--- config.mk ---
export PLATFORM = sky130hd
export DESIGN_NAME = pedestrian_phase_fsm
export DESIGN_NICKNAME = d
export VERILOG_FILES = /design/src/rtl/traffic_pkg.sv /design/src/rtl/tick_prescaler.sv /design/src/rtl/pedestrian_phase_fsm.sv
export SDC_FILE = /design/constraint.sdc
export NUM_CORES = 1
export LEC_CHECK = 0
export ABC_AREA = 1
export CORE_ASPECT_RATIO = 1.1
export CORE_MARGIN = 2
export CORE_UTILIZATION = 35
export CTS_CLUSTER_SIZE = 12
export DETAILED_ROUTE_END_ITERATION = 6
export MAX_ROUTING_LAYER = met4
export REMOVE_ABC_BUFFERS = 1
export SLEW_MARGIN = 20
export SYNTH_ARGS = -nofsm -noshare
export SYNTH_HDL_FRONTEND = slang
export SYNTH_HIERARCHICAL = 1
export SYNTH_SLANG_ARGS = --single-unit
--- constraint.sdc ---
create_clock -name clk -period 2.1 [get_ports clk]
set_input_delay 0.63 -clock clk [delete_from_list [all_inputs] [get_ports clk]]
set_output_delay 0.63 -clock clk [all_outputs]
set_load 0.03 [all_outputs]
--- src/rtl/traffic_pkg.sv ---
// Shared types and encodings for the pedestrian phase sequencer.
package traffic_pkg;

  // Sequencer states
  typedef enum logic [2:0] {
    ST_VEH_GREEN  = 3'd0,
    ST_VEH_YELLOW = 3'd1,
    ST_ALLRED_A   = 3'd2,
    ST_PED_WALK   = 3'd3,
    ST_PED_FLASH  = 3'd4,
    ST_ALLRED_B   = 3'd5
  } state_e;

  // Vehicle light encodings
  localparam logic [1:0] VEH_RED    = 2'b00;
  localparam logic [1:0] VEH_YELLOW = 2'b01;
  localparam logic [1:0] VEH_GREEN  = 2'b10;

  // Pedestrian light encodings
  localparam logic [1:0] PED_DONT_WALK = 2'b00;
  localparam logic [1:0] PED_WALK      = 2'b01;
  localparam logic [1:0] PED_FLASH     = 2'b10;

  // Crossing indices into the flag / mask vectors
  localparam int unsigned TV      = 0;
  localparam int unsigned NN      = 1;
  localparam int unsigned NS      = 2;
  localparam int unsigned N_CROSS = 3;

  // Larger of two unsigned values, used for sizing the phase timer
  function automatic int unsigned max_u(input int unsigned a, input int unsigned b);
    return (a > b) ? a : b;
  endfunction

  // Pedestrian light for one crossing given the state it is about to show
  function automatic logic [1:0] ped_code(input state_e st, input logic served);
    logic [1:0] code;
    code = PED_DONT_WALK;
    if (served) begin
      if (st == ST_PED_WALK) begin
        code = PED_WALK;
      end else if (st == ST_PED_FLASH) begin
        code = PED_FLASH;
      end
    end
    return code;
  endfunction

endpackage

--- src/rtl/tick_prescaler.sv ---
// Free-running divider: one-cycle tick every TICK_DIV clocks.
module tick_prescaler #(
  parameter int unsigned TICK_DIV = 50_000_000
) (
  input  logic clk,
  input  logic resetN,
  output logic tick
);

  localparam int unsigned CNT_W = (TICK_DIV > 1) ? $clog2(TICK_DIV) : 1;
  localparam logic [CNT_W-1:0] CNT_MAX = CNT_W'(TICK_DIV - 1);

  logic [CNT_W-1:0] cnt_q;
  logic [CNT_W-1:0] cnt_d;

  // Wrap at the terminal count, otherwise increment
  always_comb begin
    cnt_d = cnt_q + CNT_W'(1);
    if (cnt_q == CNT_MAX) begin
      cnt_d = '0;
    end
  end

  // Counter register
  always_ff @(posedge clk) begin
    if (!resetN) begin
      cnt_q <= '0;
    end else begin
      cnt_q <= cnt_d;
    end
  end

  assign tick = (cnt_q == CNT_MAX);

endmodule

--- src/rtl/pedestrian_phase_fsm.sv ---
// Vehicle/pedestrian phase sequencer serving three latched walk requests.
module pedestrian_phase_fsm
  import traffic_pkg::*;
#(
  parameter int unsigned TICK_DIV  = 50_000_000,
  parameter int unsigned MIN_GREEN = 10,
  parameter int unsigned YELLOW_T  = 3,
  parameter int unsigned ALLRED_T  = 2,
  parameter int unsigned WALK_T    = 8,
  parameter int unsigned FLASH_T   = 5
) (
  input  logic       clk,
  input  logic       resetN,
  input  logic       walkFlagTv,
  input  logic       walkFlagNN,
  input  logic       walkFlagNS,
  output logic       resetTv,
  output logic       resetNN,
  output logic       resetNS,
  output logic [1:0] vehLight,
  output logic [1:0] pedLightTv,
  output logic [1:0] pedLightNN,
  output logic [1:0] pedLightNS
);

  localparam int unsigned MAX_DUR = max_u(max_u(max_u(MIN_GREEN, YELLOW_T), max_u(ALLRED_T, WALK_T)),
                                          FLASH_T);
  localparam int unsigned TMR_W   = (MAX_DUR > 1) ? $clog2(MAX_DUR) : 1;

  localparam logic [TMR_W-1:0] GREEN_LD  = TMR_W'(MIN_GREEN - 1);
  localparam logic [TMR_W-1:0] YELLOW_LD = TMR_W'(YELLOW_T - 1);
  localparam logic [TMR_W-1:0] ALLRED_LD = TMR_W'(ALLRED_T - 1);
  localparam logic [TMR_W-1:0] WALK_LD   = TMR_W'(WALK_T - 1);
  localparam logic [TMR_W-1:0] FLASH_LD  = TMR_W'(FLASH_T - 1);

  logic                          tick;
  logic [N_CROSS-1:0]            flags;
  logic                          tmr_done;

  state_e                        state_q,  state_d;
  logic [TMR_W-1:0]              timer_q,  timer_d;
  logic [N_CROSS-1:0]            served_q, served_d;
  logic [N_CROSS-1:0]            clr_q,    clr_d;
  logic [1:0]                    veh_q,    veh_d;
  logic [N_CROSS-1:0][1:0]       ped_q,    ped_d;

  tick_prescaler #(
    .TICK_DIV (TICK_DIV)
  ) u_tick_prescaler (
    .clk    (clk),
    .resetN (resetN),
    .tick   (tick)
  );

  assign flags    = {walkFlagNS, walkFlagNN, walkFlagTv};
  assign tmr_done = (timer_q == '0);

  // Next state, phase timer, served mask, clear pulses and next-cycle lights
  always_comb begin
    state_d  = state_q;
    timer_d  = timer_q;
    served_d = served_q;
    clr_d    = '0;
    veh_d    = VEH_RED;
    ped_d    = '0;

    // Saturating countdown; a transition below overrides it with a fresh load
    if (tick && !tmr_done) begin
      timer_d = timer_q - TMR_W'(1);
    end

    case (state_q)
      ST_VEH_GREEN: begin
        // Green rests after expiry until some crossing is waiting
        if (tick && tmr_done && (|flags)) begin
          state_d  = ST_VEH_YELLOW;
          timer_d  = YELLOW_LD;
          served_d = flags;
        end
      end
      ST_VEH_YELLOW: begin
        if (tick && tmr_done) begin
          state_d = ST_ALLRED_A;
          timer_d = ALLRED_LD;
        end
      end
      ST_ALLRED_A: begin
        if (tick && tmr_done) begin
          state_d = ST_PED_WALK;
          timer_d = WALK_LD;
        end
      end
      ST_PED_WALK: begin
        if (tick && tmr_done) begin
          state_d = ST_PED_FLASH;
          timer_d = FLASH_LD;
        end
      end
      ST_PED_FLASH: begin
        // Only crossings served in this phase get their latch cleared
        if (tick && tmr_done) begin
          state_d  = ST_ALLRED_B;
          timer_d  = ALLRED_LD;
          clr_d    = served_q;
          served_d = '0;
        end
      end
      ST_ALLRED_B: begin
        if (tick && tmr_done) begin
          state_d = ST_VEH_GREEN;
          timer_d = GREEN_LD;
        end
      end
      default: begin
        // Unknown encoding: fall back to the all-red clearance
        state_d  = ST_ALLRED_B;
        timer_d  = ALLRED_LD;
        served_d = '0;
      end
    endcase

    // Lights follow the state being entered so they are registered with it
    if (state_d == ST_VEH_GREEN) begin
      veh_d = VEH_GREEN;
    end else if (state_d == ST_VEH_YELLOW) begin
      veh_d = VEH_YELLOW;
    end

    for (int i = 0; i < N_CROSS; i++) begin
      ped_d[i] = ped_code(state_d, served_d[i]);
    end
  end

  // State and output registers; reset holds all latch clears high
  always_ff @(posedge clk) begin
    if (!resetN) begin
      state_q  <= ST_ALLRED_B;
      timer_q  <= ALLRED_LD;
      served_q <= '0;
      clr_q    <= '1;
      veh_q    <= VEH_RED;
      ped_q    <= '0;
    end else begin
      state_q  <= state_d;
      timer_q  <= timer_d;
      served_q <= served_d;
      clr_q    <= clr_d;
      veh_q    <= veh_d;
      ped_q    <= ped_d;
    end
  end

  assign resetTv    = clr_q[TV];
  assign resetNN    = clr_q[NN];
  assign resetNS    = clr_q[NS];
  assign vehLight   = veh_q;
  assign pedLightTv = ped_q[TV];
  assign pedLightNN = ped_q[NN];
  assign pedLightNS = ped_q[NS];

endmodule

Word-level counts from Yosys, hierarchy flattened
Cells that the tools add are included.
{ "totals": {"ff_bits": 47, "out_inout_bits": 11} }
{ "classes": {"add_sub_neg": 2, "n_eq_ne": 9, "muxes": 23, "bitwise": 1, "reduce_logical": 15} }
{ "ops": {"columns": ["op", "n"], "rows": [
  ["$mux W3", 10],
  ["$add A26 B1 Y26 const B", 1],
  ["$eq A26 B26 Y1 const B", 1],
  ["$mux W4", 6],
  ["$pmux W4 S5", 1],
  ["$pmux W3 S6", 1],
  ["$eq A3 B2 Y1 const B", 3],
  ["$eq A3 B3 Y1 const B", 3],
  ["$pmux W3 S3", 1],
  ["$eq A3 B1 Y1 const B", 2],
  ["$logic_not A3 Y1", 2],
  ["$mux W2", 3],
  ["$reduce_and A2 Y1", 3],
  ["$reduce_or A2 Y1", 3],
  ["$logic_not A4 Y1", 1],
  ["$reduce_or A4 Y1", 1],
  ["$sub A4 B1 Y4 const B", 1],
  ["$logic_and A1 B1 Y1", 3],
  ["$reduce_or A3 Y1", 1],
  ["$logic_not A1 Y1", 1],
  ["$mux W1", 1],
  ["$not A1 Y1", 1]
]} }

Logic depth before layout (Yosys ltp)
{ "logic_depth": {"depth_word": 8, "mapped_depth": 15, "depth_no_buf": 14} }

Hierarchy
The synthesis kept the hierarchy.
{ "by_module_without_submodules": {"columns": ["mod", "n_inst", "cells_per_inst", "area_per_inst_um2", "seq_area_each_um2"], "rows": [
  ["tick_prescaler", 1, 212, 1396.3, 520.5],
  ["pedestrian_phase_fsm", 1, 147, 1018.5, 420.4]
]} }

Worst setup path after synthesis
OpenSTA, ideal clock, no wires.
{ "synth_timing": {"path_type": "reg2reg", "start": "reg u_tick_prescaler.cnt_q[0]", "end": "reg ped_q, in the netlist pedLightNN[0]", "setup_ns": 0.113, "t_arrival_ns": 2.158, "t_required_ns": 1.987, "setup_slack_ns": -0.171, "stages_incl_launch_ff": 16, "n_path_buf": 1, "cell_sequence": "dfxtp_1 -> ha_1 -> nand2_2 -> nor2_4 -> nand2_4 -> inv_1 -> nand2_1 -> nor4_1 -> nand3_2 -> buf_6 -> nand2_1 -> nand2_1 -> nand2_1 -> nand3_1 -> nand2_1 -> nor2_1"} }
{ "synth_via": {"elab_chain_len": 7, "word_cells_on_any_way": 16, "cone_classes": "eq/ne: 2; mux: 11; reduce/logical: 3"} }
{ "synth_rtl": {"columns": ["item", "line_no", "source"], "rows": [
  ["start: declaration", "tick_prescaler.sv:13", "logic [CNT_W-1:0] cnt_q;"],
  ["start signal: assignment", "tick_prescaler.sv:29", "cnt_q <= cnt_d;"],
  ["$eq A26 B26 Y1 *", "tick_prescaler.sv:33", "assign tick = (cnt_q == CNT_MAX);"],
  ["via tick", "pedestrian_phase_fsm.sv:36", "logic tick;"],
  ["$logic_and A1 B1 Y1 *", null, null],
  ["$logic_and A1 B1 Y1", "pedestrian_phase_fsm.sv:75", "if (tick && tmr_done && (|flags)) begin"],
  ["$mux W3", "pedestrian_phase_fsm.sv:75", null],
  ["$pmux W3 S6", "pedestrian_phase_fsm.sv:72", "case (state_q)"],
  ["$eq A3 B2 Y1", "traffic_pkg.sv:40", "if (st == ST_PED_WALK) begin"],
  ["$mux W2", "traffic_pkg.sv:40", null],
  ["end signal: assignment", "pedestrian_phase_fsm.sv:149", "ped_q <= ped_d;"],
  ["end: declaration", "pedestrian_phase_fsm.sv:45", "logic [N_CROSS-1:0][1:0] ped_q, ped_d;"]
]} }
Mark *: on every way through the listed nets, which the timed path passes. The rest lies on a longest branch.
A chain may end at the register's enable or synchronous reset.

Worst setup path in the final report
{ "layout_timing": {"start": "reg u_tick_prescaler.cnt_q[0]", "end": "reg ped_q, in the netlist pedLightNN[1]"} }
{ "layout_via": {"elab_chain_len": 8, "word_cells_on_any_way": 18, "cone_classes": "eq/ne: 3; mux: 12; reduce/logical: 3"} }
{ "layout_rtl": {"columns": ["item", "line_no", "source"], "rows": [
  ["$eq A26 B26 Y1 *", "tick_prescaler.sv:33", null],
  ["via tick", "pedestrian_phase_fsm.sv:36", null],
  ["$logic_and A1 B1 Y1 *", null, null],
  ["$logic_and A1 B1 Y1", "pedestrian_phase_fsm.sv:75", null],
  ["$mux W3", "pedestrian_phase_fsm.sv:75", null],
  ["$pmux W3 S6", "pedestrian_phase_fsm.sv:72", null],
  ["$eq A3 B3 Y1", "traffic_pkg.sv:42", "end else if (st == ST_PED_FLASH) begin"],
  ["$mux W2", "traffic_pkg.sv:42", null],
  ["$mux W2", null, null]
]} }
Marks and branches as above.

==> metrics <==
# port buffers 15; Lkg Pwr approximately 1.2 nW; DRT Pass-1 Iters 5; worst r2r src u_tick_prescaler/cnt_q[0]; largest cells by area after synthesis dfxtp_1 39%, nand2_1 16%, nor2_1 11%; # rows 31; top cell family by delay on the critical path simple AND/OR/NAND/NOR gates; Reg2Reg Depth 14; CTS tree built; Worst Hold End u_tick_prescaler/cnt_q[3]; Final min period between 2 and 2.5 ns; number of diodes 0; final slew viol count 0; via/cell ratio about 4.7; global-route usage over all layers between 10% and 20%; I/O pin total 16; Place WS -0.0943 ns; CP peak stage delay roughly 0.37 ns; critical setup path kind reg -> reg; placer's final routability congestion estimate approximately 0.9; clk_skew 0.00638 ns; antenna violations before repair 0; Worst Setup Slack, final about 0.031 ns; commonest cells in the netlist 101 x nand2_1, 71 x nor2_1, 47 x dfxtp_1; top-count cell post-synth nand2_1; clock root cell clkbuf_8; largest net degree at the start of global routing 24; die span in x between 80 and 90 µm; relative slew slack between 60% and 70%; cts hold-fix bufs 0; predominant post-synthesis flop cell dfxtp_1; Layout Nets between 400 and 500; routed length per instance 11.4 µm; drc violations 0; post-synth top area cell dfxtp_1; Yosys reg bits 47; Layout area overhead 24.3%; RSZ-0062 raised after global routing true; status finished, final reports clean; clock sink count 47; number of max-cap violations 0; Slowest cell on crit path dfxtp_2; Worst VDD drop about 220 µV; Max Fclk around 480 MHz; hold path depth 2; Synth cell types 30; number of buffers created by CTS 5; Setup crit start kind flop; floorplan core area between 6000 and 7000 µm²; dpl hpwl ~4000 µm; min-delay worst type reg -> reg; Post-synth EDFFs 0; hold path start u_tick_prescaler/cnt_q[3]; Post-Synthesis Cells 359; CP Capture Type flop; Register Area between 900 and 1000 µm²; vias in the first global route ~2100; placed cell area around 2700 µm²; DR iter-0 viols about 120; die area 7580 µm²; remaining global-route overflow 0; Critical Path RT 2.35 ns; most frequent CP cell nand2_4; Mapped Area about 2400 µm²; Seq/Total Area, Yosys ~39%; WP data arrival around 2.3 ns; Bufs and invs on worst path 2; Die H between 90 and 100 µm; FF-to-FF setup slack between 0.03 and 0.04 ns; crit-path cells ha_4, nand2_4, nor2_4, nand2_4, inv_2, nand2_2, nor4_4, buf_4, nand3_4, nor2_4, nand2_4, nand2_4, nand3_4, nor2_1; first-pass GRT wire length 9120 µm; H-tree Lvls 2; final WL approximately 5500 µm; Async SR Flop Fraction 0%; Initial Util approximately 36%; Final Cycle Share ~99%; Non-Filler Instances roughly 480; CTS Buffer Depth 2; Worst R2R End pedLightNN[1]; Clk Latency, worst-skew pair about 0.3 ns; CTS clk-pin slew, worst paths approximately 0.090 ns; Power per Cell Area between 500 and 600 nW/µm²; placed cell count between 400 and 500; final core occ 45.3%; post-route cell area about 3000 µm²; Hold Fails Final Rpt 0; area of the multi-input gates between 1000 and 1500 µm²; vias post-DR 2240; layout cells sized above 1 approximately 18%; fillers 684; Final Setup Violations 0; yosys warns 6; syn_area_per_cell 6.73 µm²; post-route ant nets 0; top cell type's share of synthesized area around two fifths; crit path max fanout 6; worst slew pin tran between 0.4 and 0.5 ns
[kinds of logic after synthesis]
| group | Yosys count | share of synthesized area [%] |
|---|---|---|
| fa+ha+maj | 2 | 1.04 |
| buf+inv | 45 | 8.29 |
| simple gates | 234 | 42.9 |
| compound gates | 18 | 4.09 |
| flops | 47 | 39.0 |
| xor+xnor | 13 | 4.72 |
[how the worst max path moves through the flow]
stage / start / end / slack [ns] / cells past startpoint
6_report: u_tick_prescaler/cnt_q[0] / pedLightNN[1] / 0.03 / 14
5_1_grt: u_tick_prescaler/cnt_q[0] / pedLightNN[1] / -0.09 / 14
4_1_cts: u_tick_prescaler/cnt_q[0] / vehLight[1] / 0.03 / 14
3_5_place_dp: u_tick_prescaler/cnt_q[0] / vehLight[1] / -0.09 / 14
3_3_place_gp: u_tick_prescaler/cnt_q[0] / vehLight[1] / -0.03 / 14
2_1_floorplan: u_tick_prescaler/cnt_q[0] / pedLightNN[1] / -0.37 / 14
[cell type report]
type / instances / share of cell area [%]
clock buffer: 5 / 2.29
clock inverter: 3 / 1.58
inverter: 40 / 5.09
multi-input combinational: 268 / 46.6
sequential: 47 / 31.4
tap: 82 / 3.42
timing repair buffer: 33 / 9.63
[routing by layer]
| layer | vias to the layer above | track usage (%) | part of all wire, % |
|---|---|---|---|
| met4 | 0 | 5.74 | 2.3 |
| met1 | 1001 | 17.3 | 44 |
| met5 | - | - | 0 |
| met2 | 42 | 25.5 | 51 |
| met3 | 12 | 3.00 | 3.4 |
| li1 | 1185 | - | - |
[stage by stage]
| stage | total power (W) | TNS (ns) | hold slack, ns |
|---|---|---|---|
| floorplan | 0.000951 | -5.07 | 0.417 |
| global placement | 0.000978 | -0.0697 | 0.429 |
| detailed placement | 0.000978 | -0.905 | 0.440 |
| CTS | 0.00166 | 0 | 0.461 |
| global route | 0.00171 | -1.15 | 0.519 |
| finish | 0.00164 | 0 | 0.490 |
[placed cells by master, fill, tap and decap left out, types with 5 or more instances in the layout]
master and n:
nor2_1 69, nand4_1 6, nand2_2 8, nor2_2 7
buf_4 17, clkdlybuf4s50_1 15, dfxtp_1 45, a21oi_1 9
clkbuf_8 5, inv_1 34, xnor2_1 10, nand2_4 6
nand3_1 26, inv_2 5, nand2_1 93
[worst reg2reg max path: cells and delay by family, from the launching register on]
family                     cells  cell delay, ns
and+or+nand+nor               11            1.26
adders and majority gates      1            0.16
buffers and inverters          2            0.24
DFF                            1            0.37
[power by group]
part           internal, W  switching [W]
logic            0.0000256      0.0000335
registers         0.000899     0.00000665
clock network     0.000361       0.000318
[what timing repair did]
item	4_1_cts	5_1_grt
buffers inserted	1	5
pin swaps	0	17
gates cloned	0	1
endpoints found under the setup margin	17	18
gates resized for setup	2	32
[registers in the layout (all words and copies together), names as in the netlist]
name                    count
clr_q                       3
vehLight                    2
pedLightNS                  2
u_tick_prescaler/cnt_q     26
pedLightNN                  2
timer_q                     4
state_q                     3
served_q                    3
pedLightTv                  2
Power figures use the tool's default switching activity.
